**src/rtl/vga_timing_generator.sv**
```systemverilog
// Raster-scan timing: pixel strobe, column/row counters, blanking and sync.
// Every output is registered and updates on the rising edge of clk.
module vga_timing_generator #(
  parameter int CLK_DIV     = 2,
  parameter int H_ACTIVE    = 640,
  parameter int H_FRONT     = 16,
  parameter int H_SYNC      = 96,
  parameter int H_BACK      = 48,
  parameter int V_ACTIVE    = 480,
  parameter int V_FRONT     = 10,
  parameter int V_SYNC      = 2,
  parameter int V_BACK      = 33,
  parameter int SYNC_ACTIVE = 0
) (
  input  logic       clk,
  input  logic       rst,
  input  logic       enable,
  output logic       clkDiv,
  output logic [9:0] column,
  output logic [8:0] row,
  output logic       displayActive,
  output logic       hsync,
  output logic       vsync,
  output logic       lineStart,
  output logic       frameStart
);

  localparam int H_TOTAL = H_ACTIVE + H_FRONT + H_SYNC + H_BACK;
  localparam int V_TOTAL = V_ACTIVE + V_FRONT + V_SYNC + V_BACK;
  localparam int DIV_W   = (CLK_DIV > 1) ? $clog2(CLK_DIV) : 1;

  localparam logic [DIV_W-1:0] DIV_LAST = DIV_W'(CLK_DIV - 1);
  localparam logic [9:0] H_LAST   = 10'(H_TOTAL - 1);
  localparam logic [9:0] V_LAST   = 10'(V_TOTAL - 1);
  localparam logic [9:0] H_ACT    = 10'(H_ACTIVE);
  localparam logic [9:0] V_ACT    = 10'(V_ACTIVE);
  localparam logic [9:0] HS_START = 10'(H_ACTIVE + H_FRONT);
  localparam logic [9:0] HS_END   = 10'(H_ACTIVE + H_FRONT + H_SYNC);
  localparam logic [9:0] VS_START = 10'(V_ACTIVE + V_FRONT);
  localparam logic [9:0] VS_END   = 10'(V_ACTIVE + V_FRONT + V_SYNC);
  localparam logic       SYNC_ON  = (SYNC_ACTIVE != 0);

  logic [DIV_W-1:0] div, div_d;
  logic [9:0]       hcount, hcount_d, vcount, vcount_d;
  logic [9:0]       h_next, v_next;
  logic             tick, line_wrap;

  logic       clk_div_d, display_active_d, hsync_d, vsync_d;
  logic       line_start_d, frame_start_d;
  logic [9:0] column_d;
  logic [8:0] row_d;

  // Counter values the next tick would produce
  always_comb begin
    tick      = (div == DIV_LAST);
    line_wrap = 1'b0;
    h_next    = hcount + 10'd1;
    v_next    = vcount;
    if (hcount == H_LAST) begin
      h_next    = '0;
      line_wrap = 1'b1;
      v_next    = (vcount == V_LAST) ? '0 : vcount + 10'd1;
    end
  end

  // enable low folds into the synchronous next state as the reset state
  always_comb begin
    div_d            = '0;
    hcount_d         = H_LAST;
    vcount_d         = V_LAST;
    clk_div_d        = 1'b0;
    column_d         = '0;
    row_d            = '0;
    display_active_d = 1'b0;
    hsync_d          = ~SYNC_ON;
    vsync_d          = ~SYNC_ON;
    line_start_d     = 1'b0;
    frame_start_d    = 1'b0;
    if (enable) begin
      div_d            = tick ? '0 : div + DIV_W'(1);
      hcount_d         = hcount;
      vcount_d         = vcount;
      clk_div_d        = tick;
      column_d         = column;
      row_d            = row;
      display_active_d = displayActive;
      hsync_d          = hsync;
      vsync_d          = vsync;
      if (tick) begin
        hcount_d         = h_next;
        vcount_d         = v_next;
        column_d         = h_next;
        row_d            = (v_next < V_ACT) ? v_next[8:0] : '0;
        display_active_d = (h_next < H_ACT) && (v_next < V_ACT);
        hsync_d          = ((h_next >= HS_START) && (h_next < HS_END)) ? SYNC_ON : ~SYNC_ON;
        vsync_d          = ((v_next >= VS_START) && (v_next < VS_END)) ? SYNC_ON : ~SYNC_ON;
        line_start_d     = line_wrap;
        frame_start_d    = line_wrap && (v_next == '0);
      end
    end
  end

  always_ff @(posedge clk or posedge rst) begin
    if (rst) begin
      div           <= '0;
      hcount        <= H_LAST;
      vcount        <= V_LAST;
      clkDiv        <= 1'b0;
      column        <= '0;
      row           <= '0;
      displayActive <= 1'b0;
      hsync         <= ~SYNC_ON;
      vsync         <= ~SYNC_ON;
      lineStart     <= 1'b0;
      frameStart    <= 1'b0;
    end else begin
      div           <= div_d;
      hcount        <= hcount_d;
      vcount        <= vcount_d;
      clkDiv        <= clk_div_d;
      column        <= column_d;
      row           <= row_d;
      displayActive <= display_active_d;
      hsync         <= hsync_d;
      vsync         <= vsync_d;
      lineStart     <= line_start_d;
      frameStart    <= frame_start_d;
    end
  end

endmodule

```
**config.mk**
```make
export PLATFORM = sky130hd
export DESIGN_NAME = vga_timing_generator
export DESIGN_NICKNAME = d
export VERILOG_FILES = /design/src/rtl/vga_timing_generator.sv
export SDC_FILE = /design/constraint.sdc
export NUM_CORES = 1
export LEC_CHECK = 0
export CORE_MARGIN = 1.5
export CORE_UTILIZATION = 40
export DETAILED_ROUTE_END_ITERATION = 8
export GPL_ROUTABILITY_DRIVEN = 0
export HOLD_SLACK_MARGIN = 0.05
export PLACE_DENSITY = 0.7
export SYNTH_ARGS = -nofsm -noshare
export SYNTH_HDL_FRONTEND = slang
export SYNTH_SLANG_ARGS = --single-unit
```
**constraint.sdc**
```tcl
create_clock -name clk -period 6.24 [get_ports clk]
set_input_delay 1.248 -clock clk [delete_from_list [all_inputs] [get_ports clk]]
set_output_delay 1.248 -clock clk [all_outputs]
set_load 0.01 [all_outputs]
```
Yosys cells after proc, flatten, opt, wreduce, memory -nomap -nowiden. Cells that the tools add are included. Widths: inputs -> output; s select.

Muxes and demuxes: 27. Reduce and logical (&&, ||, !) cells: 5. Add/sub/neg operators: 3. Magnitude comparators: 6. Eq/ne operators: 3.

Operators by type and width (count): $mux 10 (8); $mux 9 (3); $add 10x1->10 const B (2); $eq 10x10->1 const B (2); $lt 10x10->1 const B (2); $lt 10x9->1 const B (2); $mux 1 (16); $ge 10x10->1 const B (1); $ge 10x9->1 const B (1); $logic_not 10->1 (1); $logic_and 1x1->1 (4); $ne 2x1->1 const B (1); $add 1x1->1 const B (1).

Register bits after elaboration: 46. Bits of input ports: 3. Output and inout port bits: 25.

Longest topological paths before layout.
Word-level depth: 8. Mapped depth: 8. Gate-level depth less buffers: 7.

Worst setup path before layout. No wires, ideal clock.

Kind: flip-flop to flip-flop. Start: register hcount[0]. End: register row[3]. Data required time: 6119 ps. Arrival time: 2099 ps. Path buffers: 1. Cell stages (with the launch flop): 9. Library setup time: 121 ps. Path slack: 4020 ps. Cells stage by stage: dfstp_2 -> ha_1 -> and4_1 -> nand3_2 -> buf_6 -> a211oi_2 -> o22ai_2 -> o211a_4 -> a22o_1.

Word-level cells in the longest chain between the ends: 6.

Ends and longest elaborated chain: start: declaration (line 44) `logic [9:0] hcount, hcount_d, vcount, vcount_d;`; start signal: assignment (line 118) `hcount <= hcount_d;`; $eq 10x10->1 (*) (line 59) `if (hcount == H_LAST) begin`; $mux 10 (*) (line 59); $lt 10x9->1 (line 93) `row_d = (v_next < V_ACT) ? v_next[8:0] : '0;`; $mux 9 (*) (line 93); $mux 9 (*) (line 89) `if (tick) begin`; $mux 9 (*) (line 79) `if (enable) begin`; end signal: assignment (line 122) `row <= row_d;`; end: declaration (line 20) `output logic [8:0] row,`.

Mark *: on every way between the ends. The rest lies on a longest branch, timed or not. The select of a mux whose other input is x is not followed. A chain may end at the register's enable or synchronous reset.

Worst setup path after layout.
Start: input port enable. End: register displayActive.

Word-level cells in the longest chain between the ends: 1.

Ends and longest elaborated chain: start: declaration (line 17) `input logic enable,`; $ne 2x1->1 (no source line) / $mux 1 (equally long branches); end signal: assignment (line 123) `displayActive <= display_active_d;`; end: declaration (line 21) `output logic displayActive,`.

Parallel ways exist; a longest one is shown, timed or not.

==> metrics.txt <==
status complete, no violations; hold_ws approximately 500 ps; IO Count 28; total number of H-tree levels 2; total clock sinks 43; Die Wd 83.3 um; die area between 6000 and 7000 um^2; largest net degree at the start of global routing 44; antenna diode count 0; Root Driver clkbuf_8; Reg2Reg Setup Slack 3340 ps; Post-route DRC 0; most common cell after layout, fill and taps aside nand2_1; Worst Hold Path Cells 2; CTS tree built; Ys Warns 0; max_slew headroom between 40 and 50%; post-DR vias/cell 5.69; Final WS setup 3120 ps; Max clock buf depth 2; synth unique cells 56; top post-synthesis cells by area dfrtp_1 (30%), dfstp_2 (12%), nand2_1 (4.7%); Leakage ~1.2 nW; post-synthesis async set-or-reset flop share 100%; setup TNS 0 ps; Global Route Usage Sum 16.7%; routed length per instance 15.5 um; number of fill cells 603; worst path cell trace clkdlybuf4s50_1 > nand2_1 > inv_1 > nand2_1 > o22ai_1 > a32o_1; ys flop type dfrtp_1; most frequent cells in the layout nand2_1 (32), dfrtp_1 (31), clkdlybuf4s50_1 (27); fraction of layout cells with a size suffix above 1 11.7%; syn_area_per_cell 9.61 um^2; First-pass DRT Iterations 4; wire length of the first global-routing pass 9.39 mm; DR iter-0 viols 129; final setup violation count 0; Achievable Freq 321 MHz; measured slew at the worst slew-check pin 850 ps; Worst-Skew Late Latency 310 ps; Fin. Hold Viols 0; Port Buffers 27; instance count of the mapped netlist roughly 270; hold_sp column[0]; die height 83.3 um; area of the core around 6300 um^2; number of synthesized register bits 43; top cell type's share of synthesized area between 30 and 40%; num rows 29; cts repair resizes 0; CP most frequent cell nand2_1; Area growth, synth to finish 13.9%; Hold Path Sink column[0]; Crit Path Class in2reg; Max Cap Violations 0; initial antenna violation count 0; max-slew violation count 0; Non-Filler Instances 359; CP Capture Type flop; Crit path required time 6490 ps; CP arrival 3360 ps; syn nets around 280; Initial Util 41.0%; vias in the first global route around 1900; Seq. cell area 1090 um^2; DP Cell Count roughly 350; worst reg-to-reg path cell count 7; RSZ-0062 raised after global routing no; Tcrit/Tclk final 50.0%; R2R Path End frameStart; crit path time final 3120 ps; clk slew on worst S/H paths 90 ps; CTS Buf Count 5; Peak VDD IR 130 uV; area post-placement around 2800 um^2; Seq/Total Area, Yosys 42.4%; Max FO, Critical Path 26; final antenna-violating net count 0; Hold Path Class reg2reg; Power Dens Cells roughly 260 nW/um^2; Clock Skew 11.8 ps; Post-synth EDFFs 0; Worst R2R Start hcount[0]; cts hold-fix bufs 0; Final #Nets 288; GRT overflow 0; Post-CTS Setup Inserts 0; hpwl dp between 3 and 4 mm; max incr delay on CP 1020 ps; final wirelength ~5.6 mm; post-route cell area 2940 um^2; Synth Cell Area 2580 um^2; dpl ws around 2800 ps; leading area contributor after synthesis dfrtp_1; routed vias 2043; Slowest-stage cell, CP clkdlybuf4s50_1; CP Launch Type input port; combined area of the multi-input logic cells 1300 um^2
==> final cells by class <==
cell class                 count  share of cell area [%]
clock buffer                   5                    2.34
clock inverter                 3                    2.30
inverter                       7                   0.895
multi-input combinational    195                    44.3
sequential                    43                    37.2
tap                           77                    3.28
timing repair buffer          29                    9.72
==> power breakdown <==
group          internal, W  switching (W)  total, W
registers         0.000300      0.0000218  0.000322
clock network     0.000160       0.000103  0.000263
logic            0.0000721       0.000106  0.000178
==> layer usage <==
metal	wire length [um]	vias to the layer above	share of wire (%)	global-route usage, %
met5	0	-	0	0
met4	75	0	1.3	4.85
met3	218	9	3.9	3.48
met2	2620	45	47	27.6
met1	2670	1003	48	22.2
li1	-	986	-	-
==> stage by stage <==
stage | total power, W | util, %
finish | 0.000763 | 46.8
global route | 0.000802 | 46.8
CTS | 0.000768 | 46.8
detailed placement | 0.000504 | 44.6
global placement | 0.000501 | 44.6
floorplan | 0.000464 | -
==> Yosys cell counts, types with 4 or more instances <==
| cell | number |
|---|---|
| nor2_1 | 14 |
| dfrtp_1 | 31 |
| and2_1 | 7 |
| buf_6 | 4 |
| nand2_1 | 32 |
| nor3_1 | 5 |
| o211a_1 | 4 |
| and3_1 | 7 |
| nand4_1 | 5 |
| buf_4 | 7 |
| nand3_1 | 14 |
| nand4b_1 | 4 |
| a22o_1 | 8 |
| xor2_1 | 6 |
| nand2b_1 | 9 |
| inv_1 | 7 |
| buf_2 | 4 |
| a21oi_1 | 5 |
| clkbuf_1 | 6 |
| ha_1 | 4 |
| xnor2_1 | 9 |
| o21ai_0 | 13 |
| a21boi_0 | 8 |
| dfstp_2 | 12 |
==> state kept, by name, summed over array words and instances, names as in the netlist <==
signal and count:
row 9, displayActive 1, vcount 10, hcount 7, div 1, lineStart 1
vsync 1, hsync 1, clkDiv 1, frameStart 1, column 10
==> worst max-delay path: cells and delay by family <==
family                 cells  cell delay [ps]
AOI/OAI and AO/OA          2              420
and+or+nand+nor            2              420
buffers and inverters      2             1270
==> kinds of logic after synthesis <==
| family | count (synthesis) | share of synthesized area, % |
|---|---|---|
| compound gates | 61 | 18.5 |
| xor+xnor | 15 | 5.10 |
| fa+ha+maj | 4 | 1.94 |
| buf+inv | 30 | 7.19 |
| flops | 43 | 42.4 |
| mux | 3 | 1.17 |
| simple gates | 112 | 23.8 |
==> worst max-delay path by stage <==
stage,start,endpoint,slack (ps),cells after the start
finish,enable,displayActive,3120,6
global route,enable,displayActive,2920,6
CTS,enable,displayActive,3120,6
detailed placement,enable,displayActive,2800,6
global placement,enable,displayActive,2980,6
floorplan,rst,clkDiv,4010,1
(Power assumes the default switching activity.)
